## config.mk

```make
export PLATFORM = sky130hd
export DESIGN_NAME = reg_bank_arbiter
export DESIGN_NICKNAME = d
export VERILOG_FILES = /design/src/rtl/reg_bank_pkg.sv /design/src/rtl/rr_arbiter.sv /design/src/rtl/reg_bank_arbiter.sv
export SDC_FILE = /design/constraint.sdc
export NUM_CORES = 1
export LEC_CHECK = 0
export ABC_AREA = 1
export CAP_MARGIN = 0
export CORE_ASPECT_RATIO = 0.8
export CORE_MARGIN = 2
export CORE_UTILIZATION = 53
export DETAILED_ROUTE_END_ITERATION = 8
export HOLD_SLACK_MARGIN = 0.12
export PLACE_DENSITY = 0.91
export SLEW_MARGIN = 10
export SYNTH_ARGS = -nofsm -noshare
export SYNTH_HDL_FRONTEND = slang
export SYNTH_SLANG_ARGS = --single-unit
```

## constraint.sdc

```tcl
create_clock -name Clk -period 3.4 [get_ports Clk]
set_input_delay 0.51 -clock Clk [delete_from_list [all_inputs] [get_ports Clk]]
set_output_delay 0.51 -clock Clk [all_outputs]
set_load 0.005 [all_outputs]
```

## src/rtl/reg_bank_pkg.sv

```systemverilog
// Shared sizing constants and helpers for the arbitrated register bank.
package reg_bank_pkg;

    localparam int WIDTH_DEF = 8;
    localparam int DEPTH_DEF = 8;
    localparam int NREQ_DEF  = 4;
    localparam int AW_DEF    = $clog2(DEPTH_DEF);
    localparam int IW_DEF    = $clog2(NREQ_DEF);

    // Width of a requester index; never narrower than one bit.
    function automatic int idx_width(input int n);
        return (n < 2) ? 1 : $clog2(n);
    endfunction

endpackage

```

## src/rtl/rr_arbiter.sv

```systemverilog
// Combinational round-robin picker: first valid requester at or after i_ptr,
// returned both one-hot and encoded.
module rr_arbiter
    import reg_bank_pkg::*;
#(
    parameter int NREQ = NREQ_DEF,
    parameter int IW   = idx_width(NREQ)
) (
    input  logic [NREQ-1:0] i_valid,
    input  logic [IW-1:0]   i_ptr,
    output logic [NREQ-1:0] o_grant,
    output logic [IW-1:0]   o_idx,
    output logic            o_any
);

    logic [2*NREQ-1:0] w_dbl;
    logic [NREQ-1:0]   w_rot;
    logic [IW-1:0]     w_off;
    logic [IW:0]       w_sum;
    logic [IW:0]       w_wrapped;

    // Rotate so the pointer position lands at bit 0, then find the lowest set bit.
    assign w_dbl = {i_valid, i_valid} >> i_ptr;
    assign w_rot = w_dbl[NREQ-1:0];

    always_comb begin
        w_off = '0;
        for (int k = NREQ - 1; k >= 0; k--) begin
            if (w_rot[k]) begin
                w_off = IW'(k);
            end
        end
    end

    assign w_sum     = {1'b0, i_ptr} + {1'b0, w_off};
    assign w_wrapped = (w_sum >= (IW+1)'(NREQ)) ? (w_sum - (IW+1)'(NREQ)) : w_sum;
    assign o_idx     = w_wrapped[IW-1:0];
    assign o_any     = |i_valid;

    generate
        for (genvar gi = 0; gi < NREQ; gi++) begin : g_onehot
            assign o_grant[gi] = o_any && (o_idx == IW'(gi));
        end
    endgenerate

endmodule

```

## src/rtl/reg_bank_arbiter.sv

```systemverilog
// Register bank shared by NREQ round-robin write requesters, with one
// registered read port. Storage is flops so reset clears every entry.
module reg_bank_arbiter
    import reg_bank_pkg::*;
#(
    parameter int WIDTH = WIDTH_DEF,
    parameter int DEPTH = DEPTH_DEF,
    parameter int AW    = $clog2(DEPTH),
    parameter int NREQ  = NREQ_DEF,
    parameter int IW    = idx_width(NREQ)
) (
    input  logic                  Clk,
    input  logic                  Rst,
    input  logic [NREQ-1:0]       req_valid,
    input  logic [NREQ*AW-1:0]    req_addr,
    input  logic [NREQ*WIDTH-1:0] req_data,
    output logic [NREQ-1:0]       req_ready,
    input  logic [AW-1:0]         rd_addr,
    output logic [WIDTH-1:0]      rd_data,
    output logic [DEPTH-1:0]      written,
    output logic [IW-1:0]         last_grant,
    output logic                  grant_valid
);

    logic [WIDTH-1:0] r_mem [DEPTH];
    logic [DEPTH-1:0] r_written;
    logic [IW-1:0]    r_ptr;
    logic [IW-1:0]    r_last_grant;
    logic             r_grant_valid;
    logic [WIDTH-1:0] r_rd_data;

    logic [NREQ-1:0]  w_grant;
    logic [IW-1:0]    w_idx;
    logic             w_any;
    logic [AW-1:0]    w_waddr;
    logic [WIDTH-1:0] w_wdata;
    logic [IW-1:0]    w_ptr_next;

    rr_arbiter #(
        .NREQ (NREQ),
        .IW   (IW)
    ) u_arb (
        .i_valid (req_valid),
        .i_ptr   (r_ptr),
        .o_grant (w_grant),
        .o_idx   (w_idx),
        .o_any   (w_any)
    );

    assign req_ready  = Rst ? '0 : w_grant;
    assign w_waddr    = req_addr[w_idx*AW +: AW];
    assign w_wdata    = req_data[w_idx*WIDTH +: WIDTH];
    assign w_ptr_next = (w_idx == IW'(NREQ - 1)) ? '0 : w_idx + 1'b1;

    // Read samples pre-edge contents, so a same-cycle write shows up one read later.
    always_ff @(posedge Clk) begin
        if (Rst) begin
            for (int k = 0; k < DEPTH; k++) begin
                r_mem[k] <= '0;
            end
            r_written     <= '0;
            r_ptr         <= '0;
            r_last_grant  <= '0;
            r_grant_valid <= 1'b0;
            r_rd_data     <= '0;
        end else begin
            r_rd_data     <= r_mem[rd_addr];
            r_grant_valid <= w_any;
            if (w_any) begin
                r_mem[w_waddr]     <= w_wdata;
                r_written[w_waddr] <= 1'b1;
                r_ptr              <= w_ptr_next;
                r_last_grant       <= w_idx;
            end
        end
    end

    assign rd_data     = r_rd_data;
    assign written     = r_written;
    assign last_grant  = r_last_grant;
    assign grant_valid = r_grant_valid;

endmodule

```

* Word-level counts from Yosys, hierarchy flattened
Memories as Yosys holds them, arrays and structs flattened. A register that Yosys moved wholly into a read port is not among the register bits.
Cells that the tools add are included.
** Word-level totals
- Bits in registers :: 13
- Memory bits (writable) :: 64
- Input port bits :: 53
- Output and inout port bits :: 23
- Logic and storage cells :: 44
- Memories kept :: 1
** Memory list
- r_mem :: depth 8, width 8, read ports 1, clocked after Yosys merged registers in 1, write ports 8, line reg_bank_arbiter.sv:25 : logic [WIDTH-1:0] r_mem [DEPTH];
** Cells by class
- Add/sub/neg operators :: 3
- $mul :: 1
- $lt $le $gt $ge :: 3
- Equal/unequal tests :: 3
- Shifts and indexed selects :: 3
- Muxes and demuxes :: 17
- Bitwise operators :: 1
- Reductions and logical operators :: 8
** Operator list (number)
- $shiftx A32 B6 Y8 :: 1
- $mux W2 :: 6
- $shiftx A12 B5 Y3 :: 1
- $mux W8 :: 1
- $or A8 B8 Y8 :: 1
- $reduce_or A8 Y1 :: 1
- $shr A8 B2 Y4 :: 1
- $mux W1 :: 7
- $logic_and A1 B1 Y1 :: 5
- $eq A2 B2 Y1 const B :: 2
- $lt A3 B4 Y1 const B :: 1
- $mul A2 B2 Y4 const B :: 1
- $mux W4 :: 1
- $reduce_or A4 Y1 :: 1
- $add A2 B2 Y3 :: 1
- $demux W1 S3 :: 1
- $ge A3 B1 Y1 const B :: 1
- $ge A3 B3 Y1 const B :: 1
- $mux W3 :: 1
- $add A2 B1 Y2 const B :: 1
- $eq A2 B1 Y1 const B :: 1
- $logic_not A2 Y1 :: 1
- $sub A2 B1 Y2 const B :: 1

* Logic depth before layout (Yosys ltp)
Gate-level depths: netlist of the first run.
- Word-level depth :: 15
- Mapped depth :: 17
- Gate-level depth less buffers :: 16

* By module
A second synthesis of the first run with hierarchy kept.
** Second synthesis, totals
- Cell total of the unflattened synthesis :: 550
- Area, all modules :: 4511.8 um2
** By module, submodules not included
- reg_bank_arbiter :: instances 1, cells an instance 506, area an instance 4290.4 um2, seq. area each 2342.2 um2
- rr_arbiter :: instances 1, cells an instance 44, area an instance 221.5 um2, seq. area each 0.0 um2

* Worst setup path after synthesis of the first run
OpenSTA, ideal clock, no wires.
- Path type :: in2reg
- From :: in req_valid[1]
- To :: mem r_mem[1][0] (netlist bit), enable pin
- Library setup time :: 0.329 ns
- Data arrival time :: 2.441 ns
- Data required time :: 3.071 ns
- Path slack :: 0.630 ns
- Cell stages on the path :: 15
- Path buffers :: 2
- Path through :: nand2_1 -> nand3_1 -> nand2_1 -> nand3_1 -> a21boi_0 -> ha_1 -> buf_2 -> buf_2 -> o21ai_0 -> inv_1 -> nand2_1 -> nand3_4 -> inv_1 -> nand2_1 -> nand2_1
** RTL lines
- start: declaration :: line reg_bank_arbiter.sv:14 : input logic [NREQ-1:0] req_valid,
- end: declaration :: line reg_bank_arbiter.sv:25

* Worst setup path after layout of the first run
- From :: in req_valid[1]
- To :: out req_ready[1]
** Between the ends
- Cells in the longest elaborated chain, start to end :: 11
- Elaborated cells on any way between the ends :: 13
- Classes of those cells :: add/sub (2); order compare (1); eq/ne (1); shift (1); mux (6); reduce/logical (2)
** Ends and longest elaborated chain
- $shr A8 B2 Y4 :: line rr_arbiter.sv:23 : assign w_dbl = {i_valid, i_valid} >> i_ptr;
- $mux W2 (4 in a row) :: line rr_arbiter.sv:29 : if (w_rot[k]) begin
- $add A2 B2 Y3 :: line rr_arbiter.sv:35 : assign w_sum = {1'b0, i_ptr} + {1'b0, w_off};
- $ge A3 B3 Y1 / $sub A2 B1 Y2 (equally long branches) :: line rr_arbiter.sv:36 : assign w_wrapped = (w_sum >= (IW+1)'(NREQ)) ? (w_sum - (IW+1)'(NREQ)) : w_sum;
- $mux W2 :: line rr_arbiter.sv:36
- $eq A2 B1 Y1 :: line rr_arbiter.sv:42 : assign o_grant[gi] = o_any && (o_idx == IW'(gi));
- $logic_and A1 B1 Y1 (*) :: line rr_arbiter.sv:42
- $mux W4 (*) :: line reg_bank_arbiter.sv:50 : assign req_ready = Rst ? '0 : w_grant;
- end: declaration :: line reg_bank_arbiter.sv:17 : output logic [NREQ-1:0] req_ready,
Every way passes the cells marked *; elsewhere a longest branch is shown, timed or not.

==> results.cfg, run 1 <==
[layout]
diodes = 0
fillers = 594
drive_gt1_frac = 0.173
area_delta_synth_final_pct = 25.6
fin_nets = 603

[critical_path]
cp.required_ps = 2890
critPathMaxStageDelay_ps = 450
slowest_stage = clkdlybuf4s50_1
arrival_ps = 2780
path_cells = clkdlybuf4s50_1 > nand2_1 > nand3_1 > nand2_2 > nand3_1 > a21boi_2 > ha_2 > xor2_2 > inv_1 > nand3_4 > nand2_4 > inv_2 > ha_1 > nand2_1 > nor2_1 > clkdlybuf4s15_1
endpoint_kind = primary output
crit_path_start_kind = primary input
critPathMaxFanout = 4
worstSetupPathType = primary input to primary output

[synth]
synth_top_area_cell = edfxtp_1
yosysWarnings = 0
yosys_most_used_dff = edfxtp_1
ys_types = 32
yosys.area.top_type_share = 0.431
synth_fp_nets = 522
avgSynthCellArea_um2 = 9.61
yosysSeqAreaShare = 0.525
syn_inst = 464
netlist_area_um2 = 4460
synth_edf_count = 64
synthTopCellsByCount = 70 x nand2_1, 64 x edfxtp_1, 59 x nor2_1
yosysMostFrequentCell = nand2_1
ys_top_cells_by_area = edfxtp_1 43%, dfxtp_1 9.4%, nand2_1 5.9%
ys_async_sr_fraction = 0
yosys_register_bits = 85

[clock_tree]
cts.sinks = 85
cts_root_buf = clkbuf_8
cts_setup_buffers = 0
hold_buffers = 0
cts_tree = built
htree_levels = 3
insertion_delay_ps = 360
cts_buffers = 9
clk_path_buf_depth = 2
clk_pin_slew_ps = 80

[job]
cap_violations = 0

[place]
hpwlAfterDp_um = 7680
gp_congestion = 0.792
io_buffers = 75

[grt]
antenna_found_initial = 0
grt_max_degree = 33
gr-usage-all-layers = 0.251
grt_pass1_vias = 3673
grt_pass1_wl_um = 17800
grt_overflow = 0

[floorplanning]
ioPinCount = 76
core_area_um2 = 8060
die_h_um = 86.0
rows = 29
start_util = 0.553
die-area_um2 = 9170
fp.dieW_um = 107

[power_and_ir_drop]
p_per_area_nw_per_um2 = 1040
p_total_w = 0.00580
leakage_nw = 2.19
vdd_drop_max_mv = 0.852

[timing]
setup_violations = 0
final-max-slew-violation-count = 0
max_freq_mhz = 304
fin_setup_tns_ps = 0
slew_headroom = 0.412
fin_crit_sh = 0.968
min_period_ps = 3290
finalHoldViolCount = 0
finClkSkew_ps = 9.78
worst_pin_slew_ps = 881

[detailed_routing]
antenna_left = 0
drtIter0Drc = 416
wl_um = 10900
drt_first_pass_iters = 5
via_count = 3698
drc = 0
vias_per_cell = 5.62
wl_per_cell_um = 16.5

[min_path]
hp-class = register to register

[status]
status = complete, no violations
[flip-flops by register name, indices dropped and copies added (netlist names)]
register,cells
grant_valid,1
r_ptr,2
written,8
rd_data,8
last_grant,2
r_mem,64
[what timing repair did]
| action | CTS | global route |
|---|---|---|
| endpoints found under the setup margin | 4 | 11 |
| resized for setup | 9 | 7 |
| pin swaps | 1 | 3 |
[final timing paths]
| path | cells after the start | slack [ps] | endpoint | startpoint |
|---|---|---|---|---|
| min reg2reg | 2 | 460 | written[7] | written[7] |
| max | 16 | 110 | req_ready[1] | req_valid[1] |
| min | 2 | 460 | written[7] | written[7] |
| max reg2reg | 15 | 350 | r_mem[5][4] | r_ptr[0] |
[power by group]
part | internal, W | leakage [nW] | switching (W) | total, W
clock network | 0.000361 | 0.101 | 0.000364 | 0.000725
logic | 0.00110 | 1.25 | 0.00222 | 0.00332
registers | 0.00163 | 0.840 | 0.000127 | 0.00176
[worst max-delay path: cells and delay by family]
family / cells / cell delay, ps
fa+ha+maj: 2 / 350
buf+inv: 4 / 860
simple gates: 8 / 730
xor+xnor: 1 / 160
compound gates: 1 / 160
[area by class of cell]
class / instances / area, µm² / area share
multi-input cells: 330 / 1870 / 0.335
clock inverters: 5 / 60.1 / 0.0107
well taps: 108 / 135 / 0.0241
clock buffers: 11 / 141 / 0.0252
inverters: 22 / 82.6 / 0.0147
repair buffers: 97 / 963 / 0.172
flip-flops and latches: 85 / 2340 / 0.418
[stage by stage]
stage / hold WS [ps] / std cells / setup slack [ps] / utilization / instance area (µm²)
5_1_grt: 491 / 658 / -2.54 / 0.695 / 5600
6_report: 459 / 658 / 108 / 0.695 / 5600
4_1_cts: 459 / 658 / -82.6 / 0.692 / 5580
3_5_place_dp: 444 / 642 / -236 / 0.667 / 5370
3_3_place_gp: 438 / 642 / -46.2 / 0.667 / 5370
2_1_floorplan: 448 / 464 / 630 / - / 4460
[kinds of logic after synthesis]
logic type                 synth area share
AOI/OAI and AO/OA                    0.0803
adders and majority gates            0.0140
and+or+nand+nor                       0.280
muxes                                0.0382
xor gates and xnor gates            0.00196
DFF                                   0.525
buffers and inverters                0.0601
[layout by cell type, fill, tap and decap left out, drive strengths merged, types with 2 or more instances in the layout]
cell type      Yosys  final
nand3b             2      2
dfxtp             21     21
dlygate4sd2        0      4
nor2              59     59
nor3              65     65
a31oi              8      8
o22ai              8      8
mux2i             17     17
o21ai             46     46
clkinv             1      5
buf               17     22
edfxtp            64     64
clkbuf            10     11
ha                 5      5
nand3             24     24
clkdlybuf4s50      0     69
inv               21     21
nand2             89     89
[layer usage]
metal / vias to the layer above / wire length (µm) / track usage
met3: 11 / 1010 / 0.0608
met2: 195 / 5410 / 0.438
met4: 0 / 188 / 0.0791
met1: 1714 / 4270 / 0.310
li1: 1778 / - / -
met5: - / 0 / 0
No activity file was read; power rests on OpenSTA's default activity.
==> run 2, diff against run 1 <==
Settings changed: CELL_PAD_IN_SITES_DETAIL_PLACEMENT set to 1, CELL_PAD_IN_SITES_GLOBAL_PLACEMENT set to 2, CORE_UTILIZATION 53 to 33, SETUP_SLACK_MARGIN set to 0.2.
==> run 2 against run 1 <==
Effect of this change: global-route usage down 6.6 points; sequential share of layout area decreased by 1.7 points; cell count up 10%; largest cell class unchanged; largest power group unchanged.
==> results.cfg, run 2 (same netlist as run 1, synthesis figures left out) <==
[status]
status = complete, no violations

[timing]
min_period_ps = 3040
finalHoldViolCount = 0
worst_pin_slew_ps = 935
finalWorstSetupSlack_ps = 362
fin_crit_sh = 0.894
setup_violations = 0
slew_headroom = 0.376
rsz0062_at_grt = false
holdWs_ps = 457
final-max-slew-violation-count = 0
max_freq_mhz = 329
finClkSkew_ps = 5.45

[clock_tree]
cts_root_buf = clkbuf_16
clk_pin_slew_ps = 60
htree_levels = 3
cts_tree = built
cts_buffers = 9
clk_path_buf_depth = 2
cts.sinks = 85
hold_buffers = 0
insertion_delay_ps = 340

[floorplanning]
fp.dieW_um = 134
die-area_um2 = 14500
core_area_um2 = 13000
die_h_um = 108
rows = 37
ioPinCount = 76
start_util = 0.343

[layout]
final_cell_mix = 69 x nand2_1, 67 x clkdlybuf4s50_1, 64 x edfxtp_1, 59 x nor2_1, 46 x o21ai_0
final_core_util = 0.450
largest_register_ffs = 64
drive_gt1_frac = 0.179
final_area_um2 = 5850
final_common_cell = nand2_1
regMostFlops = r_mem
area_delta_synth_final_pct = 31.3
fin_nets = 605
diodes = 0

[grt]
antenna_found_initial = 0
grt_overflow = 0
grt_max_degree = 33
gr-usage-all-layers = 0.185
grt_pass1_vias = 3953
grt_pass1_wl_um = 20600

[critical_path]
endpoint_kind = primary output
arrival_ps = 2530
reg2regPathDepth = 16
critPathLaunch = r_ptr[0]
endpoint = req_ready[0]
worstSetupPathType = register to primary output
r2r_start = r_ptr[0]
r2r_end = r_mem[5][4]
critPathMaxFanout = 7
crit_path_start_kind = register
cp.required_ps = 2890
r2r_setup_slack_ps = 550

[place]
hpwlAfterDp_um = 9240
placed_area_um2 = 5510
io_buffers = 75
dp_slack_ps = -200
gp_congestion = 0.803

[power_and_ir_drop]
p_per_area_nw_per_um2 = 1070
p_total_w = 0.00628
vdd_drop_max_mv = 0.605
leakage_nw = 2.26

[detailed_routing]
antenna_left = 0
wl_um = 12700
via_count = 3660
wl_per_cell_um = 17.4
vias_per_cell = 5.03
drtIter0Drc = 289
drt_first_pass_iters = 5
drc = 0

[job]
cap_violations = 0

[min_path]
hp-class = register to register
-- run 2: layout make-up --
cell class / instances / area (µm²)
repair buffers: 99 / 1010
well taps: 175 / 219
clock buffers: 9 / 225
flip-flops and latches: 85 / 2350
clock inverters: 7 / 97.6
inverters: 22 / 82.6
multi-input cells: 330 / 1870
fillers: 1453 / 7160
-- run 2: worst min-delay path by stage --
stage	from	end	slack, ps	cells past startpoint
after floorplan	written[0]	written[0]	450	2
after global placement	written[3]	written[3]	440	2
after detailed placement	written[6]	written[6]	450	2
after CTS	written[4]	written[4]	470	2
after global routing	written[7]	written[7]	480	2
final	written[4]	written[4]	460	2
-- run 2: critical path: stages (launching register included) --
cell and delay [ps]:
dfxtp_4 400, inv_2 70, nand2_1 90, nand3_1 80, nand2_1 80, nand3_1 90
a21boi_2 160, ha_2 200, xor2_2 150, buf_4 140, nand2_4 50, nand2_4 70
inv_2 50, ha_1 180, nand2_1 70, nor2_1 40, dlygate4sd2_1 270
-- run 2: what timing repair did --
item,CTS,global route
buffers inserted,0,0
cloned,0,0
endpoints found under the setup margin,4,61
pin swaps,0,1
gates resized for setup,13,8
-- run 2: per-layer routing --
metal | track usage | vias up | wire length (µm)
li1 | - | 1787 | -
met1 | 0.238 | 1741 | 5710
met2 | 0.314 | 118 | 6000
met3 | 0.0427 | 14 | 809
met4 | 0.0547 | 0 | 137
met5 | 0 | - | 0
-- run 2: through the flow --
step / TNS, ps / std cells
3_3_place_gp: -286 / 711
6_report: 0 / 727
3_5_place_dp: -1490 / 711
2_1_floorplan: 0 / 464
5_1_grt: 0 / 727
4_1_cts: 0 / 727
-- run 2: where the power goes --
group / internal (W) / total, W / switching (W)
logic: 0.00115 / 0.00344 / 0.00229
registers: 0.00164 / 0.00178 / 0.000143
clock network: 0.000647 / 0.00106 / 0.000413
==> run 3, diff against run 2 <==
Settings changed: CTS_BUF_LIST set to sky130_fd_sc_hd__clkbuf_16.
==> results of run 3 <==
Final layout, timing and power as in run 2 (identical DEF).
